`config.mk`:
```
export PLATFORM = sky130hd
export DESIGN_NAME = vga_sync_decoder_flat
export DESIGN_NICKNAME = d
export VERILOG_FILES = /design/src/rtl/vga_sync_decoder_if.sv /design/src/rtl/vga_sync_decoder.sv /design/src/flat_wrapper.sv
export SDC_FILE = /design/constraint.sdc
export NUM_CORES = 1
export LEC_CHECK = 0
export ABC_AREA = 1
export CORE_MARGIN = 8
export CORE_UTILIZATION = 48
export DETAILED_ROUTE_END_ITERATION = 10
export HOLD_SLACK_MARGIN = 0.06
export PLACE_DENSITY_LB_ADDON = 0.25
export SLEW_MARGIN = 20
export SYNTH_ARGS = -nofsm -noshare
export SYNTH_HDL_FRONTEND = slang
export SYNTH_SLANG_ARGS = --single-unit
```
`constraint.sdc`:
```
create_clock -name VGA_CLK -period 2.15 [get_ports VGA_CLK]
set_input_delay 0.5375 -clock VGA_CLK [delete_from_list [all_inputs] [get_ports VGA_CLK]]
set_output_delay 0.5375 -clock VGA_CLK [all_outputs]
set_load 0.01 [all_outputs]
```
`src/rtl/vga_sync_decoder_if.sv`:
```
// Bundles the VGA input stream (as driven to the DAC) with the decoded pixel
// and status outputs. The source side (timing generator or bench) uses the
// master modport; the decoder uses the slave modport.
interface vga_sync_decoder_if;
  logic       VGA_HS;
  logic       VGA_VS;
  logic [7:0] VGA_R;
  logic [7:0] VGA_G;
  logic [7:0] VGA_B;

  logic [9:0] pix_x;
  logic [9:0] pix_y;
  logic [7:0] pix_r;
  logic [7:0] pix_g;
  logic [7:0] pix_b;
  logic       pix_valid;
  logic       frame_start;
  logic       locked;
  logic       sync_err;
  logic [7:0] err_count;

  modport master (
    output VGA_HS, VGA_VS, VGA_R, VGA_G, VGA_B,
    input  pix_x, pix_y, pix_r, pix_g, pix_b,
    input  pix_valid, frame_start, locked, sync_err, err_count
  );

  modport slave (
    input  VGA_HS, VGA_VS, VGA_R, VGA_G, VGA_B,
    output pix_x, pix_y, pix_r, pix_g, pix_b,
    output pix_valid, frame_start, locked, sync_err, err_count
  );
endinterface

```
`src/rtl/vga_sync_decoder.sv`:
```
// vga_sync_decoder: receive-side decoder for a VGA HS/VS/RGB stream.
// Recovers (pix_x, pix_y, colour), checks sync timing and reports lock/errors.
// Timing defaults are the 640x480 mode; they are parameters so the same
// decoder can follow a scaled-down stream.
//
// state   | meaning
// --------+---------------------------------------------------------------
// SEARCH  | no trust in the counters; waiting for a VS falling edge
// ACQUIRE | counters aligned on one VS fall; timing checked, lock on next
// LOCKED  | timing verified; pixel outputs and frame_start enabled
module vga_sync_decoder #(
  parameter int H_TOTAL  = 800,
  parameter int H_SYNC   = 96,
  parameter int H_START  = 144,
  parameter int H_ACTIVE = 640,
  parameter int V_TOTAL  = 525,
  parameter int V_SYNC   = 2,
  parameter int V_START  = 35,
  parameter int V_ACTIVE = 480
) (
  input logic               VGA_CLK,
  input logic               reset_n,
  vga_sync_decoder_if.slave vga
);

  localparam logic [9:0] CNT_MAX     = 10'h3FF;
  localparam logic [9:0] H_LAST      = 10'(H_TOTAL - 1);
  localparam logic [9:0] H_SYNC_LAST = 10'(H_SYNC - 1);
  localparam logic [9:0] H_FIRST     = 10'(H_START);
  localparam logic [9:0] H_END       = 10'(H_START + H_ACTIVE);
  localparam logic [9:0] V_LAST      = 10'(V_TOTAL - 1);
  localparam logic [9:0] V_SYNC_END  = 10'(V_SYNC);
  localparam logic [9:0] V_FIRST     = 10'(V_START);
  localparam logic [9:0] V_END       = 10'(V_START + V_ACTIVE);
  localparam logic [7:0] ERR_MAX     = 8'hFF;

  typedef enum logic [1:0] {
    SEARCH  = 2'd0,
    ACQUIRE = 2'd1,
    LOCKED  = 2'd2
  } state_t;

  state_t      state;

  logic        hs_q1, hs_q2;
  logic        vs_q1, vs_q2;
  logic        vs_line;
  logic [23:0] rgb_q1, rgb_q2;
  logic [9:0]  h_cnt, v_cnt;

  logic        hs_fall, hs_rise, vs_fall, vs_rise;
  logic [9:0]  h_next, v_next;
  logic        err_a, err_b, err_c, err_d, err_e;
  logic        viol;
  logic        lock_next;
  logic        active;

  // Edge detection and counter next-values. h_cnt/v_cnt always describe the
  // pixel held in the stage-2 registers, while edges are seen on the pixel
  // entering stage 1, so "the clock the edge is seen" updates the counters
  // to describe that new pixel.
  always_comb begin
    hs_fall = hs_q2 & ~hs_q1;
    hs_rise = ~hs_q2 & hs_q1;
    vs_fall = vs_q2 & ~vs_q1;
    vs_rise = ~vs_q2 & vs_q1;

    if (hs_fall) begin
      h_next = '0;
    end else if (h_cnt == CNT_MAX) begin
      h_next = h_cnt;
    end else begin
      h_next = h_cnt + 10'd1;
    end

    if (!hs_fall) begin
      v_next = v_cnt;
    end else if (!vs_q1 && vs_line) begin
      v_next = '0;
    end else if (v_cnt == CNT_MAX) begin
      v_next = v_cnt;
    end else begin
      v_next = v_cnt + 10'd1;
    end
  end

  // Timing violation detection and lock decision for the coming output clock.
  // VS edges coinciding with an HS fall belong to the new line, hence v_next
  // for the rise check; the fall check wants the last line of the old frame.
  always_comb begin
    err_a = hs_fall && (h_cnt != H_LAST);
    err_b = !hs_fall && (h_cnt == H_LAST);
    err_c = hs_rise && (h_cnt != H_SYNC_LAST);
    err_d = vs_fall && (v_cnt != V_LAST);
    err_e = vs_rise && (v_next != V_SYNC_END);
    viol  = (state != SEARCH) && (err_a || err_b || err_c || err_d || err_e);

    lock_next = !viol && ((state == LOCKED) || ((state == ACQUIRE) && vs_fall));

    active = (h_cnt >= H_FIRST) && (h_cnt < H_END) &&
             (v_cnt >= V_FIRST) && (v_cnt < V_END);
  end

  // Input pipeline and line/pixel counters. Sync copies reset low so that no
  // edge is reported until a real high level has been sampled; vs_line resets
  // high so the first VS-low line after reset can align v_cnt.
  always_ff @(posedge VGA_CLK or negedge reset_n) begin
    if (!reset_n) begin
      hs_q1   <= 1'b0;
      hs_q2   <= 1'b0;
      vs_q1   <= 1'b0;
      vs_q2   <= 1'b0;
      vs_line <= 1'b1;
      rgb_q1  <= '0;
      rgb_q2  <= '0;
      h_cnt   <= '0;
      v_cnt   <= '0;
    end else begin
      hs_q1   <= vga.VGA_HS;
      hs_q2   <= hs_q1;
      vs_q1   <= vga.VGA_VS;
      vs_q2   <= vs_q1;
      rgb_q1  <= {vga.VGA_R, vga.VGA_G, vga.VGA_B};
      rgb_q2  <= rgb_q1;
      h_cnt   <= h_next;
      v_cnt   <= v_next;
      if (hs_fall) begin
        vs_line <= vs_q1;
      end
    end
  end

  // Lock FSM with registered status and pixel outputs.
  always_ff @(posedge VGA_CLK or negedge reset_n) begin
    if (!reset_n) begin
      state           <= SEARCH;
      vga.locked      <= 1'b0;
      vga.frame_start <= 1'b0;
      vga.sync_err    <= 1'b0;
      vga.err_count   <= '0;
      vga.pix_valid   <= 1'b0;
      vga.pix_x       <= '0;
      vga.pix_y       <= '0;
      vga.pix_r       <= '0;
      vga.pix_g       <= '0;
      vga.pix_b       <= '0;
    end else begin
      vga.sync_err    <= viol;
      vga.frame_start <= 1'b0;
      if (viol && (vga.err_count != ERR_MAX)) begin
        vga.err_count <= vga.err_count + 8'd1;
      end

      case (state)
        SEARCH: begin
          if (vs_fall) begin
            state <= ACQUIRE;
          end
        end
        ACQUIRE: begin
          if (viol) begin
            state <= SEARCH;
          end else if (vs_fall) begin
            state <= LOCKED;
          end
        end
        LOCKED: begin
          if (viol) begin
            state <= SEARCH;
          end else if (vs_fall) begin
            vga.frame_start <= 1'b1;
          end
        end
        default: state <= SEARCH;
      endcase

      vga.locked <= lock_next;
      if (lock_next && active) begin
        vga.pix_valid <= 1'b1;
        vga.pix_x     <= h_cnt - H_FIRST;
        vga.pix_y     <= v_cnt - V_FIRST;
        vga.pix_r     <= rgb_q2[23:16];
        vga.pix_g     <= rgb_q2[15:8];
        vga.pix_b     <= rgb_q2[7:0];
      end else begin
        vga.pix_valid <= 1'b0;
        vga.pix_x     <= '0;
        vga.pix_y     <= '0;
        vga.pix_r     <= '0;
        vga.pix_g     <= '0;
        vga.pix_b     <= '0;
      end
    end
  end

endmodule
```
`src/flat_wrapper.sv`:
```
// flat-port wrapper written by rule: the top's interface ports become plain ports
module vga_sync_decoder_flat 
#(
  parameter int H_TOTAL  = 800,
  parameter int H_SYNC   = 96,
  parameter int H_START  = 144,
  parameter int H_ACTIVE = 640,
  parameter int V_TOTAL  = 525,
  parameter int V_SYNC   = 2,
  parameter int V_START  = 35,
  parameter int V_ACTIVE = 480
)
  (VGA_CLK, reset_n, vga_VGA_HS, vga_VGA_VS, vga_VGA_R, vga_VGA_G, vga_VGA_B, vga_pix_x, vga_pix_y, vga_pix_r, vga_pix_g, vga_pix_b, vga_pix_valid, vga_frame_start, vga_locked, vga_sync_err, vga_err_count);
  vga_sync_decoder_if vga_i ();
  input logic VGA_CLK;
  input logic reset_n;
  input wire logic [$bits(vga_i.VGA_HS)-1:0] vga_VGA_HS;
  input wire logic [$bits(vga_i.VGA_VS)-1:0] vga_VGA_VS;
  input wire logic [$bits(vga_i.VGA_R)-1:0] vga_VGA_R;
  input wire logic [$bits(vga_i.VGA_G)-1:0] vga_VGA_G;
  input wire logic [$bits(vga_i.VGA_B)-1:0] vga_VGA_B;
  output wire logic [$bits(vga_i.pix_x)-1:0] vga_pix_x;
  output wire logic [$bits(vga_i.pix_y)-1:0] vga_pix_y;
  output wire logic [$bits(vga_i.pix_r)-1:0] vga_pix_r;
  output wire logic [$bits(vga_i.pix_g)-1:0] vga_pix_g;
  output wire logic [$bits(vga_i.pix_b)-1:0] vga_pix_b;
  output wire logic [$bits(vga_i.pix_valid)-1:0] vga_pix_valid;
  output wire logic [$bits(vga_i.frame_start)-1:0] vga_frame_start;
  output wire logic [$bits(vga_i.locked)-1:0] vga_locked;
  output wire logic [$bits(vga_i.sync_err)-1:0] vga_sync_err;
  output wire logic [$bits(vga_i.err_count)-1:0] vga_err_count;
  assign vga_i.VGA_HS = vga_VGA_HS;
  assign vga_i.VGA_VS = vga_VGA_VS;
  assign vga_i.VGA_R = vga_VGA_R;
  assign vga_i.VGA_G = vga_VGA_G;
  assign vga_i.VGA_B = vga_VGA_B;
  assign vga_pix_x = vga_i.pix_x;
  assign vga_pix_y = vga_i.pix_y;
  assign vga_pix_r = vga_i.pix_r;
  assign vga_pix_g = vga_i.pix_g;
  assign vga_pix_b = vga_i.pix_b;
  assign vga_pix_valid = vga_i.pix_valid;
  assign vga_frame_start = vga_i.frame_start;
  assign vga_locked = vga_i.locked;
  assign vga_sync_err = vga_i.sync_err;
  assign vga_err_count = vga_i.err_count;
  vga_sync_decoder #(.H_TOTAL(H_TOTAL), .H_SYNC(H_SYNC), .H_START(H_START), .H_ACTIVE(H_ACTIVE), .V_TOTAL(V_TOTAL), .V_SYNC(V_SYNC), .V_START(V_START), .V_ACTIVE(V_ACTIVE)) u_core (.VGA_CLK(VGA_CLK), .reset_n(reset_n), .vga(vga_i));
endmodule
```
==> out/qor.yml, run 1 <==
status:
  status: "complete, but fails checks"
  violations: "negative setup slack"
timing:
  max_freq_ghz: 0.446
  setup_slack_ps: -90.9
  worst_pin_slew_ps: 468
  fin_setup_tns_ps: -1180
  max_slew_margin: 0.685
  min_period_ps: 2240
  fin_hold_ws_ps: 345
  setup_viol: 22
  hold_viol: 0
  rsz0062_at_grt: "yes"
  report.final.slew_viol_count: 0
  min_period_over_period: 1.04
  skew_ps: 9.28
placed_design:
  portBuffers: 83
  placed_cells: 739
  dpl.hpwl_mm: 7.39
  gp_congestion: 0.853
pwr:
  p_int_mw: 4.82
  power_frac_clock: 0.399
  power_mw: 6.80
  p_switching_mw: 1.98
  peakVddDrop_v: 0.000638
  p_leak_nw: 3.56
  pwr_density_cell_nw_per_um2: 934
  swShare: 0.291
  comb_power_share: 0.189
  seq_power_share: 0.412
setup_path:
  critPathRequiredTime_ps: 2600
  critical_path_class: "reg2reg"
  crit_arrival_ps: 2690
  cp_max_fo: 7
  timing.rr.start: "u_core.v_cnt[0]"
  r2r-end: "u_core.vga.pix_y[8]"
  crit_path_end_kind: "flip-flop"
  crit_path_start_kind: "flip-flop"
  worstRegToRegCells: 12
  regToRegSetupSlack_ps: -90
logic_synthesis:
  yosysTopAreaCell: "dfrtp_1"
  synth_ff_type: "dfrtp_1"
  synth_fp_nets: 532
  netlist_top_cells_area: "dfrtp_1 63%, nand2_1 5.6%, inv_1 5.5%"
  async_reset_ff_frac: 1.00
  yosys.area.top_type_share: 0.628
  synth_edf_count: 0
  netlist_instances: 495
  yosysWarnings: 0
  ys_types: 35
  yosysSeqAreaShare: 0.633
  synth-seq-cells: 131
  syn_avg_cell_area_um2: 10.5
  syn-cell-area_um2: 5180
cells_and_area:
  drive_gt1_frac: 0.233
  final_util: 0.680
  area_delta_synth_final_pct: 40.4
  n_antenna_cell: 0
  nets: 669
  finalNonFillerCells: 785
  nFillCells: 795
floorplanning:
  coreArea_um2: 10700
  initial_core_util: 0.485
  die_h_um: 120
  ioPinCount: 84
  fp.dieW_um: 120
  fp-row-count: 38
  die_area_um2: 14400
drt:
  routedWlPerCell_um: 14.4
  drtIter0Drc: 279
  drcViolationCount: 0
  routed_wl_mm: 11.3
  dr.pass1.iters: 5
  vias_per_cell: 4.78
  num_vias: 3753
  ant_nets: 0
clock_network:
  worstSkewPairLatency_ps: 520
  cts_buffers: 17
  cts_root_buffer: "clkbuf_8"
  htree_levels: 4
  cts_tree: "built"
  clock_tree.buffer_depth: 2
  cts_sinks: 131
  clk_pin_slew_worst_paths_ps: 60
hold_path:
  hp-class: "reg2reg"
  hold-path-endpoint: "u_core.rgb_q2[23]"
  worstHoldPathCells: 0
  min-delay-start: "u_core.rgb_q1[23]"
run:
  maxCapViolations: 0
global_route:
  grt_overflow: 0
  antenna_found_initial: 0
  grt_pass1_wl_mm: 18.6
  first_global_vias: 3901
  grt_usage: 0.166
  grt_max_degree: 50
Yosys cell counts (2+ instances only):
master	number
a31oi_1	4
nand4_1	13
nand2_2	4
o21ai_0	11
xor2_1	13
a21oi_1	8
clkbuf_1	2
buf_6	5
buf_2	2
nor2_1	35
nor4_1	3
dfrtp_1	130
nor2_2	41
nand2_1	78
nor3_1	8
buf_4	2
inv_1	76
xnor2_1	3
nand3_1	31
nor2_4	3
ha_1	9
cell families (layout without fill, tap and decap cells):
family | after synthesis | after routing | synth area share
DFF | 131 | 131 | 0.633
adders and majority gates | 9 | 9 | 0.0217
and+or+nand+nor | 222 | 223 | 0.213
buffers and inverters | 88 | 237 | 0.0729
AOI/OAI and AO/OA | 29 | 29 | 0.0326
xor gates and xnor gates | 16 | 16 | 0.0270
critical path, stage by stage (launching register included):
cell and delay, ps:
dfrtp_1 380, buf_4 160, inv_1 90, ha_1 170
nand3_1 70, nor4_1 220, buf_4 170, o32ai_1 60
nor2_1 240, nand4_4 210, buf_6 180, buf_12 150
nor2_4 80
how the worst max path moves through the flow:
| stage | startpoint | slack (ps) | endpoint |
|---|---|---|---|
| 2_1_floorplan | u_core.v_cnt[0] | 110 | u_core.vga.pix_y[0] |
| 3_3_place_gp | u_core.v_cnt[0] | -60 | u_core.vga.err_count[6] |
| 3_5_place_dp | u_core.v_cnt[1] | -110 | u_core.vga.err_count[7] |
| 4_1_cts | u_core.v_cnt[1] | -40 | u_core.vga.pix_x[3] |
| 5_1_grt | u_core.v_cnt[1] | -220 | u_core.vga.pix_y[8] |
| 6_report | u_core.v_cnt[0] | -90 | u_core.vga.pix_y[8] |
cells in the final DEF, fill, tap and decap left out, types with 3 or more instances in the layout:
master and instances:
clkbuf_16 16, nand2_2 7, a31oi_1 4, clkinv_4 3
inv_6 5, nor2_4 21, clkbuf_8 3, buf_12 3
o21ai_0 11, inv_1 74, ha_1 7, nand2_1 74
clkdlybuf4s50_1 82, xor2_1 13, buf_4 34, buf_6 7
nor2_2 26, nor2_1 32, dfrtp_1 130, nand4_1 13
nor3_1 7, a21oi_1 7, inv_2 3, nand3_1 29
power by group through the flow:
stage	clock (mW)	sequential (mW)	combinational [mW]
2_1_floorplan	0	2.82	0.663
3_3_place_gp	0	2.83	1.12
3_5_place_dp	0	2.84	1.14
4_1_cts	2.77	2.80	1.21
5_1_grt	2.91	2.82	1.44
6_report	2.71	2.80	1.29
area by class of cell:
type | instances | area (um2) | share of cell area
Clock buffer | 20 | 445 | 0.0612
Clock inverter | 12 | 120 | 0.0165
Inverter | 77 | 289 | 0.0397
Multi-Input combinational cell | 277 | 1720 | 0.236
Sequential cell | 131 | 3280 | 0.451
Tap cell | 140 | 175 | 0.0241
Timing Repair Buffer | 128 | 1250 | 0.172
state kept, by name (all words and copies together), names as in the netlist:
| name | flops |
|---|---|
| u_core.vga.sync_err | 1 |
| u_core.rgb_q2 | 24 |
| u_core.vs_q1 | 1 |
| u_core.vga.pix_valid | 1 |
| u_core.vga.frame_start | 1 |
| u_core.vga.pix_y | 10 |
| u_core.h_cnt | 10 |
| u_core.vga.locked | 1 |
| u_core.vga.pix_b | 8 |
| u_core.vga.err_count | 8 |
| u_core.rgb_q1 | 24 |
| u_core.vs_line | 1 |
| u_core.vs_q2 | 1 |
| u_core.vga.pix_r | 8 |
| u_core.hs_q2 | 1 |
| u_core.state | 2 |
| u_core.vga.pix_g | 8 |
| u_core.v_cnt | 10 |
| u_core.vga.pix_x | 10 |
| u_core.hs_q1 | 1 |
routing by layer:
metal / routed length (um) / GRT usage
met1: 4500 / 0.180
met5: 0 / 0
met2: 6040 / 0.293
met3: 535 / 0.0564
met4: 205 / 0.0656
through the flow:
stage                     worst slack, ps  cell area (um2)
after floorplan                       112             5180
after global routing                 -216             7280
after CTS                           -37.9             7140
final                               -90.9             7280
after global placement              -58.7             6380
after detailed placement             -109             6380
timing repair:
| item | 4_1_cts | 5_1_grt |
|---|---|---|
| setup buffers | 6 | 7 |
| gates cloned | 2 | 1 |
| endpoints found under the setup margin | 53 | 60 |
| gates resized for setup | 23 | 31 |
| pin swaps | 6 | 11 |
| hold endpoints to repair | 16 | 0 |
| hold buffers | 1 | 0 |
Note: power is estimated with default switching activity, not from simulation.
==> run 2: changes to the inputs <==
--- a/config.mk
+++ b/config.mk
@@ -9,7 +9,6 @@
 export CORE_MARGIN = 8
 export CORE_UTILIZATION = 48
 export DETAILED_ROUTE_END_ITERATION = 10
-export HOLD_SLACK_MARGIN = 0.06
 export PLACE_DENSITY_LB_ADDON = 0.25
 export SLEW_MARGIN = 20
 export SYNTH_ARGS = -nofsm -noshare
==> results of run 2 <==
No change in the layout: final DEF, timing and power equal those of run 1.
==> run 3: changes to the inputs <==
--- a/config.mk
+++ b/config.mk
@@ -5,9 +5,9 @@
 export SDC_FILE = /design/constraint.sdc
 export NUM_CORES = 1
 export LEC_CHECK = 0
-export ABC_AREA = 1
-export CORE_MARGIN = 8
+export CORE_MARGIN = 2
 export CORE_UTILIZATION = 48
+export CTS_CLUSTER_SIZE = 40
 export DETAILED_ROUTE_END_ITERATION = 10
 export PLACE_DENSITY_LB_ADDON = 0.25
 export SLEW_MARGIN = 20
==> run 3 against run 2 <==
The flow still finishes with violations (negative setup slack). Routed wire length fell by 3.4%. Critical path type unchanged. Worst setup slack got worse by 460 ps. Power fell by 2.1%. Flip-flop and latch count did not move. Synthesized cell count fell by 19%. Highest routed layer unchanged.
==> out/qor.yml, run 3 <==
timing:
  report.final.slew_viol_count: 0  # unchanged
  setup_slack_ps: -550  # was -90.9 ps
  worst_pin_slew_ps: 458  # was 468 ps
  max_freq_ghz: 0.370  # was 0.446 GHz
  skew_ps: 8.66  # was 9.28 ps
  max_slew_margin: 0.692  # was 0.685
  min_period_ps: 2700  # was 2240 ps
  hold_viol: 0  # unchanged
  setup_viol: 57  # was 22
  rsz0062_at_grt: "yes"  # unchanged
  min_period_over_period: 1.26  # was 1.04
logic_synthesis:
  yosysMostFrequentCell: "dfrtp_1"  # unchanged
  synth_fp_nets: 440  # was 532
  yosysWarnings: 0  # unchanged
  synth_simple_gate_area_frac: 0.179  # was 0.213
  synth_mux_area_frac: 0.00918  # was 0
  netlist_top_cells_area: "dfrtp_1 65%, and3_1 4.8%, xnor2_1 2.8%"  # was dfrtp_1 63%, nand2_1 5.6%, inv_1 5.5%
  synth_ff_type: "dfrtp_1"  # unchanged
  synth_top_family_by_area: "simple AND/OR/NAND/NOR gates"  # unchanged
  yosys.area.top_type_share: 0.645  # was 0.628
  synth-seq-cells: 131  # unchanged
  yosys.area_share.adder: 0.0223  # was 0.0217
  async_reset_ff_frac: 1.00  # unchanged
  yosysSeqAreaShare: 0.651  # was 0.633
  synth_common_cells: "130 x dfrtp_1, 39 x and3_1, 30 x nor2_1"  # was 130 x dfrtp_1, 78 x nand2_1, 76 x inv_1
  yosysTopAreaCell: "dfrtp_1"  # unchanged
  synth_xor_area_frac: 0.0365  # was 0.0270
  syn-cell-area_um2: 5040  # was 5180 um2
  netlist_instances: 403  # was 495
  synth-compound-area-share: 0.0645  # was 0.0326
  syn_avg_cell_area_um2: 12.5  # was 10.5 um2
  ys_types: 58  # was 35
  synth_edf_count: 0  # unchanged
global_route:
  grt_pass1_wl_mm: 18.1  # was 18.6 mm
  grt_max_degree: 53  # was 50
  grt_usage: 0.209  # was 0.166
  first_global_vias: 3705  # was 3901
  antenna_found_initial: 0  # unchanged
  grt_overflow: 0  # unchanged
setup_path:
  crit_path_start_kind: "flip-flop"  # unchanged
  cp_slowest_cell: "dfrtp_1"  # unchanged
  crit_path_end_kind: "flip-flop"  # unchanged
  cp_max_fo: 9  # was 7
  cp_cell_sequence: "nand3_1 > nor4_2 > nor3_1 > or2_1 > o311a_4 > buf_12 > nor3_4 > buf_6 > nand2_8 > nor3_2"  # was buf_4 > inv_1 > ha_1 > nand3_1 > nor4_1 > buf_4 > o32ai_1 > nor2_1 > nand4_4 > buf_6 > buf_12 > nor2_4
  critical_path_class: "reg2reg"  # unchanged
  crit_buf_inv: 2  # was 5
  critPathTopFamily: "simple AND/OR/NAND/NOR gates"  # unchanged
  crit_arrival_ps: 3140  # was 2690 ps
  critPathRequiredTime_ps: 2590  # was 2600 ps
  critPathMaxStageDelay_ps: 520  # was 380 ps
clock_network:
  cts_buffers: 17  # unchanged
  clock_tree.buffer_depth: 2  # unchanged
  clk_pin_slew_worst_paths_ps: 60  # about the same
  htree_levels: 4  # unchanged
  cts_root_buffer: "clkbuf_8"  # unchanged
  cts_sinks: 131  # unchanged
  cts_tree: "built"  # unchanged
  worstSkewPairLatency_ps: 520  # about the same
pwr:
  peakVddDrop_v: 0.000594  # was 0.000638 V
  power_mw: 6.66  # was 6.80 mW
  pwr_density_cell_nw_per_um2: 906  # was 934 nW/um2
  p_leak_nw: 3.50  # was 3.56 nW
floorplanning:
  initial_core_util: 0.491  # was 0.485
  die_area_um2: 11300  # was 14400 um2
  ioPinCount: 84  # unchanged
  fp-row-count: 37  # was 38
  coreArea_um2: 10300  # was 10700 um2
  fp.dieW_um: 106  # was 120 um
  die_h_um: 106  # was 120 um
drt:
  ant_nets: 0  # unchanged
  num_vias: 3669  # was 3753
  dr.pass1.iters: 4  # was 5
  routedWlPerCell_um: 15.2  # was 14.4 um
  routed_wl_mm: 10.9  # was 11.3 mm
  drcViolationCount: 0  # unchanged
  vias_per_cell: 5.12  # was 4.78
  drtIter0Drc: 152  # was 279
placed_design:
  placed_cells: 661  # was 739
  gp_congestion: 0.855  # was 0.853
  dpl.hpwl_mm: 7.06  # was 7.39 mm
  portBuffers: 83  # unchanged
cells_and_area:
  seq_area_um2: 3280  # about the same
  finalNonFillerCells: 716  # was 785
  reg.largest.list: "u_core.rgb_q1: 24 flops, u_core.rgb_q2: 24 flops"  # unchanged
  n_antenna_cell: 0  # unchanged
  final_common_cell: "dfrtp_1"  # unchanged
  nets: 604  # was 669
  nFillCells: 733  # was 795
  multi_input_area_um2: 1730  # was 1720 um2
  mostFrequentLayoutCells: "128 x dfrtp_1, 82 x clkdlybuf4s50_1, 75 x buf_4"  # was 130 x dfrtp_1, 82 x clkdlybuf4s50_1, 74 x inv_1, 74 x nand2_1, 34 x buf_4
  drive_gt1_frac: 0.283  # was 0.233
  area_delta_synth_final_pct: 45.7  # was 40.4%
status:
  violations: "negative setup slack"  # unchanged
  status: "complete, but fails checks"  # unchanged
run:
  maxCapViolations: 0  # unchanged
hold_path:
  hp-class: "reg2reg"  # unchanged
-- run 3: logic make-up after synthesis --
kind of cell | count (synthesis)
AOI/OAI and AO/OA | 43
xor gates and xnor gates | 21
adders and majority gates | 9
buffers and inverters | 37
DFF | 131
muxes | 4
and+or+nand+nor | 158
-- run 3: where the power goes --
group          internal [mW]  total [mW]  switching, mW
sequential              2.63        2.76          0.139
clock                   1.60        2.75           1.15
combinational          0.634        1.15          0.515
total                   4.86        6.66           1.80
-- run 3: layout make-up --
| type | count | share of cell area |
|---|---|---|
| clock buffer | 18 | 0.0582 |
| timing repair buffer | 167 | 0.211 |
| multi-input combinational | 237 | 0.235 |
| inverter | 13 | 0.00664 |
| clock inverter | 14 | 0.0196 |
| sequential | 131 | 0.447 |
| tap | 136 | 0.0232 |
-- run 3: timing repair --
action	in CTS	in global routing
hold buffers	1	0
gates resized for setup	12	10
hold endpoints to repair	29	0
setup buffers	14	6
gates cloned	2	0
endpoints found under the setup margin	58	59
pin swaps	3	6
-- run 3: final timing paths --
kind,slack (ps),end,startpoint,cells past startpoint
worst max-delay path,-550,u_core.vga.pix_y[5],u_core.v_cnt[6],10
worst min register to register,350,u_core.rgb_q2[3],u_core.rgb_q1[3],0
worst max register to register,-550,u_core.vga.pix_y[5],u_core.v_cnt[6],10
min in group asynchronous,520,u_core.vga.err_count[1],reset_n,2
max in group asynchronous,1010,u_core.vga.pix_g[6],reset_n,3
worst min-delay path,350,u_core.rgb_q2[3],u_core.rgb_q1[3],0
-- run 3: per-stage QoR --
step | setup TNS (ps) | hold slack, ps | util | worst slack [ps] | cell area, um2
3_3_place_gp | -21900 | 331 | 0.632 | -476 | 6490
6_report | -26330 | 349 | 0.715 | -550 | 7350
5_1_grt | -31670 | 354 | 0.715 | -642 | 7350
4_1_cts | -19890 | 349 | 0.706 | -416 | 7250
3_5_place_dp | -25340 | 335 | 0.632 | -548 | 6490
2_1_floorplan | -6060 | 242 | - | -321 | 5100
-- run 3: layer usage --
metal  global-route usage  vias to the layer above  routed length [um]
met2                0.342                      110                5540
met3               0.0601                       13                 585
met5                    0                        -                   0
met4               0.0696                        0                 161
met1                0.268                     1835                4620
li1                     -                     1711                   -
-- run 3: worst reg2reg max path: cells and delay by family (launching register included) --
kind,cells,cell delay [ps]
buf+inv,2,330
flops,1,520
compound gates,1,370
simple gates,7,1400
